**src/rtl/isa_pkg.sv**
```systemverilog
// isa_pkg: shared ISA widths, instruction field bounds, reset PC and fetch types
package isa_pkg;
  localparam int ADDR_W     = 8;
  localparam int INS_W      = 16;
  localparam int OPCODE_MSB = 15;
  localparam int OPCODE_LSB = 9;
  localparam int R1_MSB     = 8;
  localparam int R1_LSB     = 6;
  localparam int R2_MSB     = 5;
  localparam int R2_LSB     = 3;
  localparam int R3_MSB     = 2;
  localparam int R3_LSB     = 0;
  localparam int IMM6_MSB   = 5;
  localparam int IMM6_LSB   = 0;
  localparam logic [ADDR_W-1:0] RESET_PC = 8'h00;
  typedef enum logic {RUN, HALTED} fetch_state_t;
  typedef struct packed {
    logic [ADDR_W-1:0] pc;
    logic [INS_W-1:0]  ins;
  } fetch_entry_t;
endpackage

```
**src/rtl/ins_fetch_if.sv**
```systemverilog
// ins_fetch_if: fetch-stage bus (instruction memory, redirect/halt control, decode handshake)
interface ins_fetch_if;
  import isa_pkg::*;
  logic [ADDR_W-1:0] Addr;
  logic [INS_W-1:0]  Ins;
  logic              jump_en;
  logic [ADDR_W-1:0] jump_addr;
  logic              halt;
  logic              ir_valid;
  logic              ir_ready;
  logic [INS_W-1:0]  IR;
  logic [ADDR_W-1:0] PC_out;
  modport master (output Addr, ir_valid, IR, PC_out, input Ins, jump_en, jump_addr, halt, ir_ready);
  modport slave  (input Addr, ir_valid, IR, PC_out, output Ins, jump_en, jump_addr, halt, ir_ready);
endinterface

```
**src/rtl/ins_fetch_fifo.sv**
```systemverilog
// fetch_fifo: DEPTH-entry synchronous FIFO of {pc, ins}; flush dominates push and pop
module fetch_fifo
  import isa_pkg::*;
#(
  parameter int DEPTH = 2
) (
  input  logic         clk,
  input  logic         rst_n,
  input  logic         i_push,
  input  logic         i_pop,
  input  logic         i_flush,
  input  fetch_entry_t i_data,
  output fetch_entry_t o_data,
  output logic         o_full,
  output logic         o_empty
);
  localparam int PW = $clog2(DEPTH);
  fetch_entry_t r_mem [DEPTH];
  logic [PW:0]  r_wr, r_rd;
  assign o_empty = r_wr == r_rd;
  assign o_full  = (r_wr[PW] != r_rd[PW]) && (r_wr[PW-1:0] == r_rd[PW-1:0]);
  assign o_data  = r_mem[r_rd[PW-1:0]];
  // pointer update; the extra MSB tells full from empty
  always_ff @(posedge clk)
    if (!rst_n || i_flush) begin
      r_wr <= '0;
      r_rd <= '0;
    end else begin
      if (i_push) r_wr <= r_wr + 1'b1;
      if (i_pop)  r_rd <= r_rd + 1'b1;
    end
  // storage write; contents are only observed through the gated head
  always_ff @(posedge clk)
    if (rst_n && !i_flush && i_push) r_mem[r_wr[PW-1:0]] <= i_data;
endmodule

```
**src/rtl/ins_fetch.sv**
```systemverilog
// ins_fetch: PC, RUN/HALTED FSM and fetch FIFO feeding decode; FETCH_PERF_EN adds fetch_cnt
module ins_fetch
  import isa_pkg::*;
#(
  parameter int DEPTH = 2
) (
  input  logic        clk,
  input  logic        rst_n,
  ins_fetch_if.master bus
`ifdef FETCH_PERF_EN
  ,
  output logic [15:0] fetch_cnt
`endif
);
  fetch_state_t      r_state, w_state_nxt;
  logic [ADDR_W-1:0] r_pc;
  logic              w_push, w_pop, w_full, w_empty;
  fetch_entry_t      w_head;
  assign w_pop         = !w_empty && bus.ir_ready;
  assign w_push        = (r_state == RUN) && !bus.jump_en && (!w_full || w_pop);
  assign bus.Addr      = r_pc;
  assign bus.ir_valid  = !w_empty;
  assign bus.IR        = w_empty ? '0 : w_head.ins;
  assign bus.PC_out    = w_empty ? '0 : w_head.pc;
  // next state follows the halt level
  always_comb begin
    w_state_nxt = r_state;
    w_state_nxt = bus.halt ? HALTED : RUN;
  end
  // state register
  always_ff @(posedge clk)
    if (!rst_n) r_state <= RUN;
    else        r_state <= w_state_nxt;
  // PC: redirect wins over sequential advance; wraps modulo 2^ADDR_W
  always_ff @(posedge clk)
    if (!rst_n)            r_pc <= RESET_PC;
    else if (bus.jump_en)  r_pc <= bus.jump_addr;
    else if (w_push)       r_pc <= r_pc + 1'b1;
  fetch_fifo #(.DEPTH(DEPTH)) u_fifo (
    .clk     (clk),
    .rst_n   (rst_n),
    .i_push  (w_push),
    .i_pop   (w_pop),
    .i_flush (bus.jump_en),
    .i_data  ('{pc: r_pc, ins: bus.Ins}),
    .o_data  (w_head),
    .o_full  (w_full),
    .o_empty (w_empty)
  );
`ifdef FETCH_PERF_EN
  logic [15:0] r_cnt;
  assign fetch_cnt = r_cnt;
  // saturating push counter, survives redirects
  always_ff @(posedge clk)
    if (!rst_n)                       r_cnt <= '0;
    else if (w_push && r_cnt != '1)   r_cnt <= r_cnt + 1'b1;
`endif
endmodule
```
**src/flat_wrapper.sv**
```systemverilog
// flat-port wrapper written by rule: the top's interface ports become plain ports
module ins_fetch_flat import isa_pkg::*;
#(
  parameter int DEPTH = 2
)
  (clk, rst_n, bus_Addr, bus_ir_valid, bus_IR, bus_PC_out, bus_Ins, bus_jump_en, bus_jump_addr, bus_halt, bus_ir_ready);
  ins_fetch_if bus_i ();
  input  logic clk;
  input  logic rst_n;
  output wire logic [$bits(bus_i.Addr)-1:0] bus_Addr;
  output wire logic [$bits(bus_i.ir_valid)-1:0] bus_ir_valid;
  output wire logic [$bits(bus_i.IR)-1:0] bus_IR;
  output wire logic [$bits(bus_i.PC_out)-1:0] bus_PC_out;
  input wire logic [$bits(bus_i.Ins)-1:0] bus_Ins;
  input wire logic [$bits(bus_i.jump_en)-1:0] bus_jump_en;
  input wire logic [$bits(bus_i.jump_addr)-1:0] bus_jump_addr;
  input wire logic [$bits(bus_i.halt)-1:0] bus_halt;
  input wire logic [$bits(bus_i.ir_ready)-1:0] bus_ir_ready;
  assign bus_Addr = bus_i.Addr;
  assign bus_ir_valid = bus_i.ir_valid;
  assign bus_IR = bus_i.IR;
  assign bus_PC_out = bus_i.PC_out;
  assign bus_i.Ins = bus_Ins;
  assign bus_i.jump_en = bus_jump_en;
  assign bus_i.jump_addr = bus_jump_addr;
  assign bus_i.halt = bus_halt;
  assign bus_i.ir_ready = bus_ir_ready;
  ins_fetch #(.DEPTH(DEPTH)) u_core (.clk(clk), .rst_n(rst_n), .bus(bus_i));
endmodule
```
**config.mk**
```make
export PLATFORM = sky130hd
export DESIGN_NAME = ins_fetch_flat
export DESIGN_NICKNAME = d
export VERILOG_FILES = /design/src/rtl/isa_pkg.sv /design/src/rtl/ins_fetch_if.sv /design/src/rtl/ins_fetch_fifo.sv /design/src/rtl/ins_fetch.sv /design/src/flat_wrapper.sv
export SDC_FILE = /design/constraint.sdc
export NUM_CORES = 1
export LEC_CHECK = 0
export BUFFER_PORTS_ARGS = -buffer_cell sky130_fd_sc_hd__buf_2
export CAP_MARGIN = 20
export CORE_ASPECT_RATIO = 1.25
export CORE_MARGIN = 1
export CORE_UTILIZATION = 52
export DETAILED_ROUTE_END_ITERATION = 6
export GPL_TIMING_DRIVEN = 0
export PLACE_DENSITY_LB_ADDON = 0.25
export SYNTH_ARGS = -nofsm -noshare
export SYNTH_HDL_FRONTEND = slang
export SYNTH_SLANG_ARGS = --single-unit
```
**constraint.sdc**
```tcl
create_clock -name clk -period 4.7 [get_ports clk]
set_clock_uncertainty 0.2 [all_clocks]
set_input_delay 0.705 -clock clk [delete_from_list [all_inputs] [get_ports clk]]
set_output_delay 0.705 -clock clk [all_outputs]
set_load 0.01 [all_outputs]
```
==> impl_metrics.ini <==
[worst_setup_path]
reg2reg_to = u_core.u_fifo.r_mem[0][4]$_DFFE_PP_
worstSetupPathType = flop to primary output
start_kind = flop
r2r-start = u_core.u_fifo.r_wr[1]$_SDFFE_PP0P_
endpoint_kind = primary output
critical-path-slowest-cell = clkbuf_1
crit_path_frequent_cell = nor2_1
worstPathCellList = clkbuf_2 > xor2_2 > nor2_1 > clkbuf_1 > nor2_1 > buf_2
path_buf_inv = 3
crit_family = buffers and inverters
critical_path_arrival_ps = 2090
cpPeakStageDelay_ps = 420
worstPathRequired_ps = 3800
ff2ff_path_depth = 5
worst-path-max-fanout = 10
reg2reg_slack_ps = 2210

[synth]
syn_avg_cell_area_um2 = 13.7
synth_top_family_by_area = multiplexers
synth_nets = 213
synthAdderAreaFrac_pct = 0.499
synth-edff-count = 48
synth_area_um2 = 2510
async_flop_share_pct = 0
ys_types = 28
synth_cells = 183
synth-compound-area-share_pct = 6.58
ys_seq_area_share_pct = 68.6
ys_seq_elements = 62
synth_top_flop_cell = edfxtp_1
yosys_warnings = 0
muxShareOfSynthArea_pct = 9.58
yosys.area_share.simple_pct = 8.53
synth-xor-area-share_pct = 4.49

[clock_network]
post-cts-setup-buffers = 0
clkTransAtPathRegs_ps = 70
clock_sinks = 62
hold_buffers = 0
cts_tree = done
worst_skew_pair.late_latency_ps = 330
cts_buffers = 9
root_buffer = clkbuf_8
clk_path_buf_depth = 2
cts_resized = 0
cts_max_level = 3

[placement]
gp_congestion = 0.864
placed_cells = 306
dp_slack_ps = 1920
portBuffers = 61
place_hpwl_mm = 3.09
placed_area_um2 = 2930

[timing]
rsz0062_at_grt = false
min_period_ps = 2990
setup_viol = 0
final_max_slew_viol_count = 0
tightest_slew_ps = 708
fmax_mhz = 334
hold_violations = 0
finalCritPeriodShare_pct = 63.7
relSlewSlack_pct = 52.8
fin_ws_ps = 1710

[finish]
final_common_cell = buf_2
fin_cells = 321
final_cell_mix = buf_2 (61), edfxtp_1 (48), nor2_1 (30)
antenna_cells = 0
fin_area_um2 = 3110
drive_gt1_share_pct = 32.3
area_growth_pct = 24.0
num-nets-final = 289

[drt]
drt-initial-drc-count = 37
wl_per_cell_um = 13.9
vias_per_cell = 5.28
wl_mm = 4.47
drt_pre_antenna_iters = 4
vias = 1696
ant_nets = 0
drc_errors = 0

[hold_path]
hp-start = u_core.bus.Addr[6]$_SDFFE_PN0P_
hold-path-endpoint = u_core.u_fifo.r_mem[0][22]$_DFFE_PP_
min_path_cells = 0
hold_class = flop to flop

[floorplanning]
core_um2 = 4530
io_pins = 62
rows = 27
die_h_um = 79.7
die_x_um = 64.1
initial_core_util_pct = 55.4
die_area_um2 = 5110

[global_routing]
grt_max_degree = 17
grt_usage_pct = 20.2
grt_first_pass_wirelength_mm = 7.45
antenna_found_initial = 0
grt.overflow.total = 0
first_global_vias = 1679

[pwr]
vdd_drop_max_mv = 0.219
power_density_nw_per_um2 = 373
power_leakage_uw = 0.00118

[status]
status = finished, final reports clean

[run]
cap_violations = 0
==> cells by family (layout without fill, tap and decap cells) <==
family	Yosys count	count (layout)
DFF	62	62
and+or+nand+nor	45	45
AOI/OAI and AO/OA	28	28
muxes	24	24
xor gates and xnor gates	12	12
buffers and inverters	11	91
adders and majority gates	1	1
==> power by group <==
part	switching [uW]	internal (uW)
clock	185	235
sequential	14.0	612
combinational	64.9	47.6
total	264	895
==> through the flow <==
stage	total power (uW)	hold slack (ps)	util, %	setup TNS (ps)
after floorplan	698	324	-	0
after global placement	746	308	63.8	-14910
after detailed placement	751	314	64.8	0
after CTS	1170	320	68.7	0
after global routing	1200	334	68.7	0
final	1160	335	68.7	0
==> routing by layer <==
layer | vias to the layer above | wire (um) | track usage (%)
met3 | 15 | 235 | 7.00
li1 | 822 | - | -
met5 | - | 0 | 0
met2 | 57 | 2350 | 34.5
met4 | 0 | 141 | 12.9
met1 | 802 | 1740 | 21.0
==> worst reg2reg max path, stage by stage (launching register included) <==
cell and delay, ps:
dfxtp_1 340, xnor2_1 500, nor3_2 180, nor4_2 520
buf_4 280, buf_4 180
==> cells in the mapped netlist, types with 4 or more instances <==
master	number	area share, %
a21oi_1	7	1.4
a31oi_1	4	1.0
clkbuf_1	5	0.75
dfxtp_1	14	11
edfxtp_1	48	57
inv_1	4	0.60
mux2i_1	24	9.6
nor2_1	30	4.5
o21ai_0	11	2.2
xnor2_1	6	2.1
xor2_1	5	1.7
==> area by class of cell <==
cell class / instances / area [um^2]
flip-flops and latches: 62 / 1720
fillers: 336 / 1420
multi-input cells: 110 / 753
repair buffers: 65 / 343
clock buffers: 9 / 124
well taps: 58 / 72.6
clock inverters: 6 / 53.8
plain buffers: 7 / 27.5
inverters: 4 / 15.0
==> flip-flops by register name (all words and copies together) (netlist names), named ones only <==
name,cells
u_core.u_fifo.r_mem,48
u_core.u_fifo.r_wr,2
u_core.u_fifo.r_rd,2
u_core.bus.Addr,8
u_core.r_state,1
==> worst max-delay path by stage <==
stage	startpoint	end	slack, ps	cells past startpoint
after floorplan	bus_jump_en	u_core.u_fifo.r_mem[0][0]$_DFFE_PP_	690	3
final	u_core.u_fifo.r_wr[0]$_SDFFE_PP0P_	bus_PC_out[5]	1710	6
after global placement	bus_jump_en	u_core.u_fifo.r_mem[0][14]$_DFFE_PP_	-620	4
after detailed placement	bus_jump_en	u_core.u_fifo.r_mem[0][14]$_DFFE_PP_	1920	6
after CTS	u_core.u_fifo.r_wr[0]$_SDFFE_PP0P_	bus_IR[6]	1650	6
after global routing	u_core.u_fifo.r_wr[0]$_SDFFE_PP0P_	bus_PC_out[5]	1510	6
(Power assumes the default switching activity.)
